**src/rtl/sync_fifo_flags.sv**
```systemverilog
// Single-clock FIFO with occupancy count, programmable almost-flags,
// sticky overflow/underflow errors and selectable FWFT read mode.
module sync_fifo_flags #(
  parameter int DATA_SIZE          = 8,
  parameter int ADDR_SIZE          = 4,
  parameter int ALMOST_FULL_LEVEL  = 12,
  parameter int ALMOST_EMPTY_LEVEL = 2,
  parameter int FWFT               = 0
) (
  input  logic                 fifo_clk,
  input  logic                 fifo_reset,
  input  logic                 write_inc,
  input  logic [DATA_SIZE-1:0] write_data,
  input  logic                 read_inc,
  output logic [DATA_SIZE-1:0] read_data,
  input  logic                 error_clear,
  output logic                 full,
  output logic                 empty,
  output logic                 almost_full,
  output logic                 almost_empty,
  output logic [ADDR_SIZE:0]   level,
  output logic                 overflow,
  output logic                 underflow
);

  localparam int DEPTH = 1 << ADDR_SIZE;
  localparam logic [ADDR_SIZE:0] FULL_LEVEL = {1'b1, {ADDR_SIZE{1'b0}}};
  localparam logic [ADDR_SIZE:0] AF_LEVEL   = ALMOST_FULL_LEVEL[ADDR_SIZE:0];
  localparam logic [ADDR_SIZE:0] AE_LEVEL   = ALMOST_EMPTY_LEVEL[ADDR_SIZE:0];

  if (ALMOST_FULL_LEVEL < 1 || ALMOST_FULL_LEVEL > DEPTH) begin : g_bad_af
    $error("sync_fifo_flags: ALMOST_FULL_LEVEL out of range 1..DEPTH");
  end
  if (ALMOST_EMPTY_LEVEL < 0 || ALMOST_EMPTY_LEVEL > DEPTH - 1) begin : g_bad_ae
    $error("sync_fifo_flags: ALMOST_EMPTY_LEVEL out of range 0..DEPTH-1");
  end

  logic [DATA_SIZE-1:0] mem [DEPTH];
  logic [ADDR_SIZE:0]   write_ptr;
  logic [ADDR_SIZE:0]   read_ptr;
  logic                 write_ok;
  logic                 read_ok;

  // Flags decode from registered pointers only, so they never follow the requests combinationally.
  assign level        = write_ptr - read_ptr;
  assign full         = (level == FULL_LEVEL);
  assign empty        = (level == '0);
  assign almost_full  = (level >= AF_LEVEL);
  assign almost_empty = (level <= AE_LEVEL);

  assign write_ok = write_inc && !full;
  assign read_ok  = read_inc && !empty;

  // NOTE: storage has no reset; only pointers and flags define validity, so the array maps to plain RAM.
  always_ff @(posedge fifo_clk) begin
    if (write_ok) mem[write_ptr[ADDR_SIZE-1:0]] <= write_data;
  end

  // NOTE: all state is updated with non-blocking assignments so every register samples pre-edge values.
  always_ff @(posedge fifo_clk or posedge fifo_reset) begin
    if (fifo_reset) begin
      write_ptr <= '0;
      read_ptr  <= '0;
    end else begin
      if (write_ok) write_ptr <= write_ptr + 1'b1;
      if (read_ok)  read_ptr  <= read_ptr + 1'b1;
    end
  end

  // A new error event takes priority over error_clear in the same cycle.
  always_ff @(posedge fifo_clk or posedge fifo_reset) begin
    if (fifo_reset) begin
      overflow  <= 1'b0;
      underflow <= 1'b0;
    end else begin
      if (write_inc && full)     overflow <= 1'b1;
      else if (error_clear)      overflow <= 1'b0;
      if (read_inc && empty)     underflow <= 1'b1;
      else if (error_clear)      underflow <= 1'b0;
    end
  end

  if (FWFT != 0) begin : g_fwft
    assign read_data = mem[read_ptr[ADDR_SIZE-1:0]];
  end else begin : g_registered
    logic [DATA_SIZE-1:0] read_reg;

    always_ff @(posedge fifo_clk or posedge fifo_reset) begin
      if (fifo_reset)   read_reg <= '0;
      else if (read_ok) read_reg <= mem[read_ptr[ADDR_SIZE-1:0]];
    end

    assign read_data = read_reg;
  end

endmodule

```
**config.mk**
```make
export PLATFORM = sky130hd
export DESIGN_NAME = sync_fifo_flags
export DESIGN_NICKNAME = d
export VERILOG_FILES = /design/src/rtl/sync_fifo_flags.sv
export SDC_FILE = /design/constraint.sdc
export NUM_CORES = 1
export LEC_CHECK = 0
export CAP_MARGIN = 20
export CORE_ASPECT_RATIO = 0.9
export CORE_MARGIN = 5
export CORE_UTILIZATION = 60
export CTS_CLUSTER_DIAMETER = 50
export DETAILED_ROUTE_END_ITERATION = 8
export HOLD_SLACK_MARGIN = 0.03
export PLACE_DENSITY = 0.87
export REMOVE_ABC_BUFFERS = 1
export SLEW_MARGIN = 25
export SYNTH_ARGS = -nofsm -noshare
export SYNTH_HDL_FRONTEND = slang
export SYNTH_SLANG_ARGS = --single-unit
```
**constraint.sdc**
```tcl
create_clock -name fifo_clk -period 9.85 [get_ports fifo_clk]
set_input_delay 1.4775 -clock fifo_clk [delete_from_list [all_inputs] [get_ports fifo_clk]]
set_output_delay 1.4775 -clock fifo_clk [all_outputs]
set_load 0.05 [all_outputs]
```
==> flow_summary.toml, run 1 <==
[critical_path]
start_kind = "flop"
worstPathRequired_ns = 8.37
crit_chain = "buf_4, ha_1, fa_1, inv_1, or3_1, or4_4, a21boi_4, clkdlybuf4s50_1"
crit_buf_inv = 3
crit_path_max_incr_delay_ns = 0.84
cp_max_fo = 36
critPathCaptureType = "primary output"
cp_data_arrival_time_ns = 3.98
critPathKind = "reg -> out"
crit_path_top_delay_cell = "clkdlybuf4s50_1"
crit_family = "buffers and inverters"

[clocking]
clockBufferDepth = 2
hold_buffers = 0
clk_latency_ns = 0.42
ctsRootBufferMaster = "clkbuf_16"
clk_pin_slew_ns = 0.06
clock-sinks = 148
cts_tree = "done"
post-cts-setup-buffers = 0
numCtsBuffers = 17
cts_resized = 0
h-tree-depth = 4

[grt]
antenna_found_initial = 0
grt_pass1_vias = 3309
track_usage_pct = 21.8
grt_pass1_wl_um = 19100
grt_max_degree = 37
grt_overflow_total = 0

[placement]
gp_congestion = 0.854
hpwl_um = 7680
dp_worst_setup_slack_ns = 4.60
io_buffers = 31
dp.cells = 486

[power]
power_uw = 2630
ir_worst_vdd_uv = 341
powerDensity_nw_per_um2 = 369
p_leak_uw = 0.00255

[timing]
timing.hold.ws_ns = 0.509
max_slew_margin_pct = 44.5
clock.fmax_mhz = 183
setup_viol = 0
min_period_ns = 5.46
worst_slew_pin_slew_ns = 0.832
drv_slew = 0
finClkSkew_ns = 0.0107
final.setup.worst_slack_ns = 4.39
hold_viol = 0
finalCritPeriodShare_pct = 55.4
rsz0062_at_grt = "no"
tns_ns = 0

[logic_synthesis]
synth_top_area_share_pct = 62.7
syn_area_um2 = 6130
synth.avg_cell_area_um2 = 18.3
yosys-top-cells-area = "edfxtp_1, mux4_2, dfrtp_1, nand2_1, mux2_4"
synthMostInstantiatedCell = "edfxtp_1"
synth_area_leader_cell = "edfxtp_1"
synth_seq_cells = 148
synth_flop_cell = "edfxtp_1"
async_flop_share_pct = 13.5
synthTopCellsByCount = "edfxtp_1, nand2_1, mux4_2, and3_1, dfrtp_1"
synth_edf_count = 128
yosysWarnings = 0
ys_seq_area_share_pct = 70.8
yosysUniqueCellTypes = 42
synthCells = 335

[floorplan]
die_h_um = 106
initial_core_util_pct = 60.6
die_area_um2 = 12300
top_level_ports = 32
die_w_um = 117
rows = 35
core_um2 = 10100

[drt]
drtIter0Drc = 327
drc = 0
wl_per_cell_um = 23.8
ant_nets = 0
viasPerCell = 6.22
routed_wl_um = 12300
first_pass_iters = 5
via_count = 3207

[final_layout]
layoutNonFillerInstCount = 516
area_growth_pct = 16.2
finalNetCount = 399
drive_gt1_share_pct = 21.2
diodes = 0

[outcome]
status = "finished, final reports clean"

[worst_hold_path]
hp-class = "reg -> reg"

[flow_run]
drv_cap = 0
[final timing paths]
path	start	end	slack [ns]	cells after the start
max	read_ptr[0]	full	4.39	8
min	read_data[0]	read_data[0]	0.51	1
max reg2reg	read_ptr[0]	mem[4][2]	5.89	9
min reg2reg	read_data[0]	read_data[0]	0.51	1
max in group asynchronous	fifo_reset	read_ptr[2]	7.76	2
min in group asynchronous	fifo_reset	write_ptr[2]	1.53	2
[routing by layer]
layer | up-vias | global-route usage, % | share of wire [%]
li1 | 1390 | - | -
met1 | 1648 | 29.8 | 41
met2 | 152 | 34.5 | 51
met3 | 17 | 6.49 | 6.8
met4 | 0 | 6.39 | 1.4
met5 | - | 0 | 0
[per-stage QoR]
step	utilization [%]	area, um2
after CTS	70.5	7130
after floorplan	-	6060
after detailed placement	64.9	6560
final	70.5	7130
after global routing	70.5	7130
after global placement	64.9	6560
[cell families after synthesis]
logic type / share of synthesized area [%]
flops: 70.8
simple gates: 6.81
mux: 14.3
buf+inv: 1.82
compound gates: 2.28
xor+xnor: 1.82
fa+ha+maj: 2.16
[cell usage in the layout (no fill, tap or decap), types with 3 or more instances in the layout]
master,Yosys,routed
a31oi_1,8,8
and2_1,3,3
and3_1,20,20
buf_4,1,4
clkbuf_16,0,17
clkdlybuf4s50_1,0,31
clkinv_1,2,3
clkinv_2,0,3
clkinv_4,0,4
dfrtp_1,20,18
edfxtp_1,128,128
ha_1,9,9
inv_1,6,6
mux2_4,9,9
mux4_2,32,32
nand2_1,37,37
nor2_1,8,8
nor2b_1,4,4
xnor2_1,6,6
xor2_1,4,4
[final cells by class]
type	instances	area (um2)
multi-input combinational	164	1680
clock buffer	17	425
sequential	148	4350
clock inverter	13	138
fill	598	2990
inverter	10	37.5
tap	129	161
timing repair buffer	35	340
[registers in the layout (all words and copies together) (netlist names)]
| signal | flops |
|---|---|
| mem | 128 |
| read_data | 8 |
| read_ptr | 5 |
| write_ptr | 5 |
| overflow | 1 |
| underflow | 1 |
[power by group]
group | leakage (uW) | total (uW) | internal [uW] | switching [uW]
Combinational | 0.000888 | 1150 | 460 | 692
Sequential | 0.00139 | 860 | 785 | 74.7
Clock | 0.000272 | 616 | 369 | 247
(Power assumes the default switching activity.)
==> run 2, diff against run 1 <==
--- a/config.mk
+++ b/config.mk
@@ -8,11 +8,11 @@
 export CAP_MARGIN = 20
 export CORE_ASPECT_RATIO = 0.9
 export CORE_MARGIN = 5
-export CORE_UTILIZATION = 60
+export CORE_UTILIZATION = 54
 export CTS_CLUSTER_DIAMETER = 50
 export DETAILED_ROUTE_END_ITERATION = 8
 export HOLD_SLACK_MARGIN = 0.03
-export PLACE_DENSITY = 0.87
+export PLACE_DENSITY = 0.83
 export REMOVE_ABC_BUFFERS = 1
 export SLEW_MARGIN = 25
 export SYNTH_ARGS = -nofsm -noshare
==> constraint.sdc (replaced) <==
create_clock -name fifo_clk -period 4.38 [get_ports fifo_clk]
set_input_delay 0.657 -clock fifo_clk [delete_from_list [all_inputs] [get_ports fifo_clk]]
set_output_delay 0.657 -clock fifo_clk [all_outputs]
set_load 0.05 [all_outputs]
==> run 2 against run 1 <==
Effect of this change: non-clock buffer count grew 2; sequential share of layout area is 1.1 points lower; worst hold slack got worse by 0.0023 ns; combinational power increased by 130%; setup slack got worse by 3.9 ns; critical path type unchanged; cell count grew 6.0%; critical path depth down 2; die area is 10% higher; wire length shrank 0.85%.
==> flow_summary.toml, run 2 (synthesis gave the netlist of run 1 again) <==
[grt]
grt_overflow_total = 0
antenna_found_initial = 0
grt_pass1_wl_um = 19200
track_usage_pct = 19.4
grt_max_degree = 36
grt_pass1_vias = 3329

[critical_path]
crit_path_top_delay_cell = "a2111oi_0"
worstPathRequired_ns = 3.72
critPathKind = "reg -> out"
crit_path_max_incr_delay_ns = 0.56
ff2ff_path_depth = 10
crit_chain = "clkinv_1, ha_1, o2bb2ai_1, xor3_1, a2111oi_0, buf_4"
r2r-end = "mem[8][1]"
r2r-start = "write_ptr[0]"
cp_data_arrival_time_ns = 3.26
critPathCaptureType = "primary output"
cp_max_fo = 10
reg2reg_slack_ns = 1.00
start_kind = "flop"

[power]
p_switching_uw = 2230
p_sw_share_pct = 36.9
powerDensity_nw_per_um2 = 833
p_seq_share_pct = 31.4
intPower_uw = 3810
combinationalPowerShare_pct = 43.5
p_clk_share_pct = 25.1
power_uw = 6040
ir_worst_vdd_uv = 669
p_leak_uw = 0.00261

[floorplan]
rows = 37
die_w_um = 122
initial_core_util_pct = 54.3
die_h_um = 111
core_um2 = 11300
top_level_ports = 32
die_area_um2 = 13600

[timing]
min_period_ns = 3.92
max_slew_margin_pct = 42.8
setup_viol = 0
clock.fmax_mhz = 255
final.setup.worst_slack_ns = 0.462
hold_viol = 0
drv_slew = 0
finalCritPeriodShare_pct = 89.5
worst_slew_pin_slew_ns = 0.857
rsz0062_at_grt = "no"
finClkSkew_ns = 0.00476

[drt]
drc = 0
first_pass_iters = 5
via_count = 3217
routed_wl_um = 12200
wl_per_cell_um = 22.3
viasPerCell = 5.88
ant_nets = 0
drtIter0Drc = 359

[final_layout]
drive_gt1_share_pct = 22.3
layoutNonFillerInstCount = 547
multi_input_area_um2 = 1680
fillers = 742
area_growth_pct = 18.3
finalNetCount = 401
layout_commonest_cell = "edfxtp_1"
ff_latch_area_um2 = 4350
diodes = 0
design_area_um2 = 7260
final_cell_mix = "edfxtp_1, nand2_1, mux4_2"
largest_register_ffs = 128
fin_util_pct = 64.2

[clocking]
post-cts-setup-buffers = 0
cts_resized = 0
cts_tree = "done"
h-tree-depth = 4
clockBufferDepth = 2
hold_buffers = 0
numCtsBuffers = 17
clock-sinks = 148
clk_pin_slew_ns = 0.06
clk_latency_ns = 0.41
ctsRootBufferMaster = "clkbuf_16"

[placement]
dp_worst_setup_slack_ns = 0.925
dp.cells = 515
placed_area_um2 = 6630
io_buffers = 31
gp_congestion = 0.922
hpwl_um = 7810

[worst_hold_path]
hp-class = "reg -> reg"
min_to = "read_data[0]"
holdPathStages = 1
hold_start = "read_data[0]"

[flow_run]
drv_cap = 0

[outcome]
status = "finished, final reports clean"
==> run 2: cell types whose count changed in the layout (fill, tap and decap cells not counted) <==
| cell | delta |
|---|---|
| buf_12 | +2 |
| buf_4 | +4 |
| bufinv_16 | +2 |
| clkbuf_1 | +3 |
| clkbuf_8 | +3 |
| clkdlybuf4s50_1 | -4 |
| clkinv_1 | -1 |
| clkinv_4 | -4 |
| dfrtp_1 | +1 |
| dfrtp_2 | -1 |
| inv_6 | -1 |
==> run 2: metrics by stage <==
| stage | hold WS (ns) | setup TNS [ns] |
|---|---|---|
| floorplan | 0.463 | -4.45 |
| global placement | 0.493 | 0 |
| detailed placement | 0.496 | 0 |
| CTS | 0.513 | 0 |
| global route | 0.531 | 0 |
| finish | 0.506 | 0 |
==> run 2: power groups by stage <==
stage	Combinational [uW]	Sequential, uW	Clock (uW)
3_5_place_dp	2620	1920	0
3_3_place_gp	2570	1910	0
6_report	2630	1900	1520
5_1_grt	2790	1920	1610
2_1_floorplan	1600	2160	0
4_1_cts	2640	1900	1530
==> run 2: worst max-delay path by stage <==
stage                     start            to  slack, ns  cells past startpoint
floorplan           read_ptr[0]  almost_empty      -1.68                      6
global placement    read_ptr[3]      level[4]       1.06                      5
detailed placement  read_ptr[3]      level[4]       0.92                      5
CTS                 read_ptr[3]      level[4]       0.49                      5
global route        read_ptr[3]  almost_empty       0.22                      6
finish              read_ptr[3]  almost_empty       0.46                      6
==> run 2: critical path: cells and delay by family (launching register included) <==
kind                       cells  cell delay (ns)
xor gates and xnor gates       1             0.38
buffers and inverters          2             0.65
DFF                            1             0.55
adders and majority gates      1             0.43
AOI/OAI and AO/OA              2             0.84
==> run 2: final cells by class <==
type,instances,share of cell area (%)
Tap cell,156,2.69
Clock buffer,23,6.59
Clock inverter,9,2.07
Timing Repair Buffer,37,5.10
Sequential cell,148,59.9
Multi-Input combinational cell,164,23.1
Inverter,10,0.517
==> run 2: routing by layer <==
layer	vias up	global-route usage (%)	part of all wire [%]
met5	-	0	0
met4	0	4.40	0.65
met3	9	6.38	7.7
met2	147	30.8	51
met1	1672	26.3	41
li1	1389	-	-
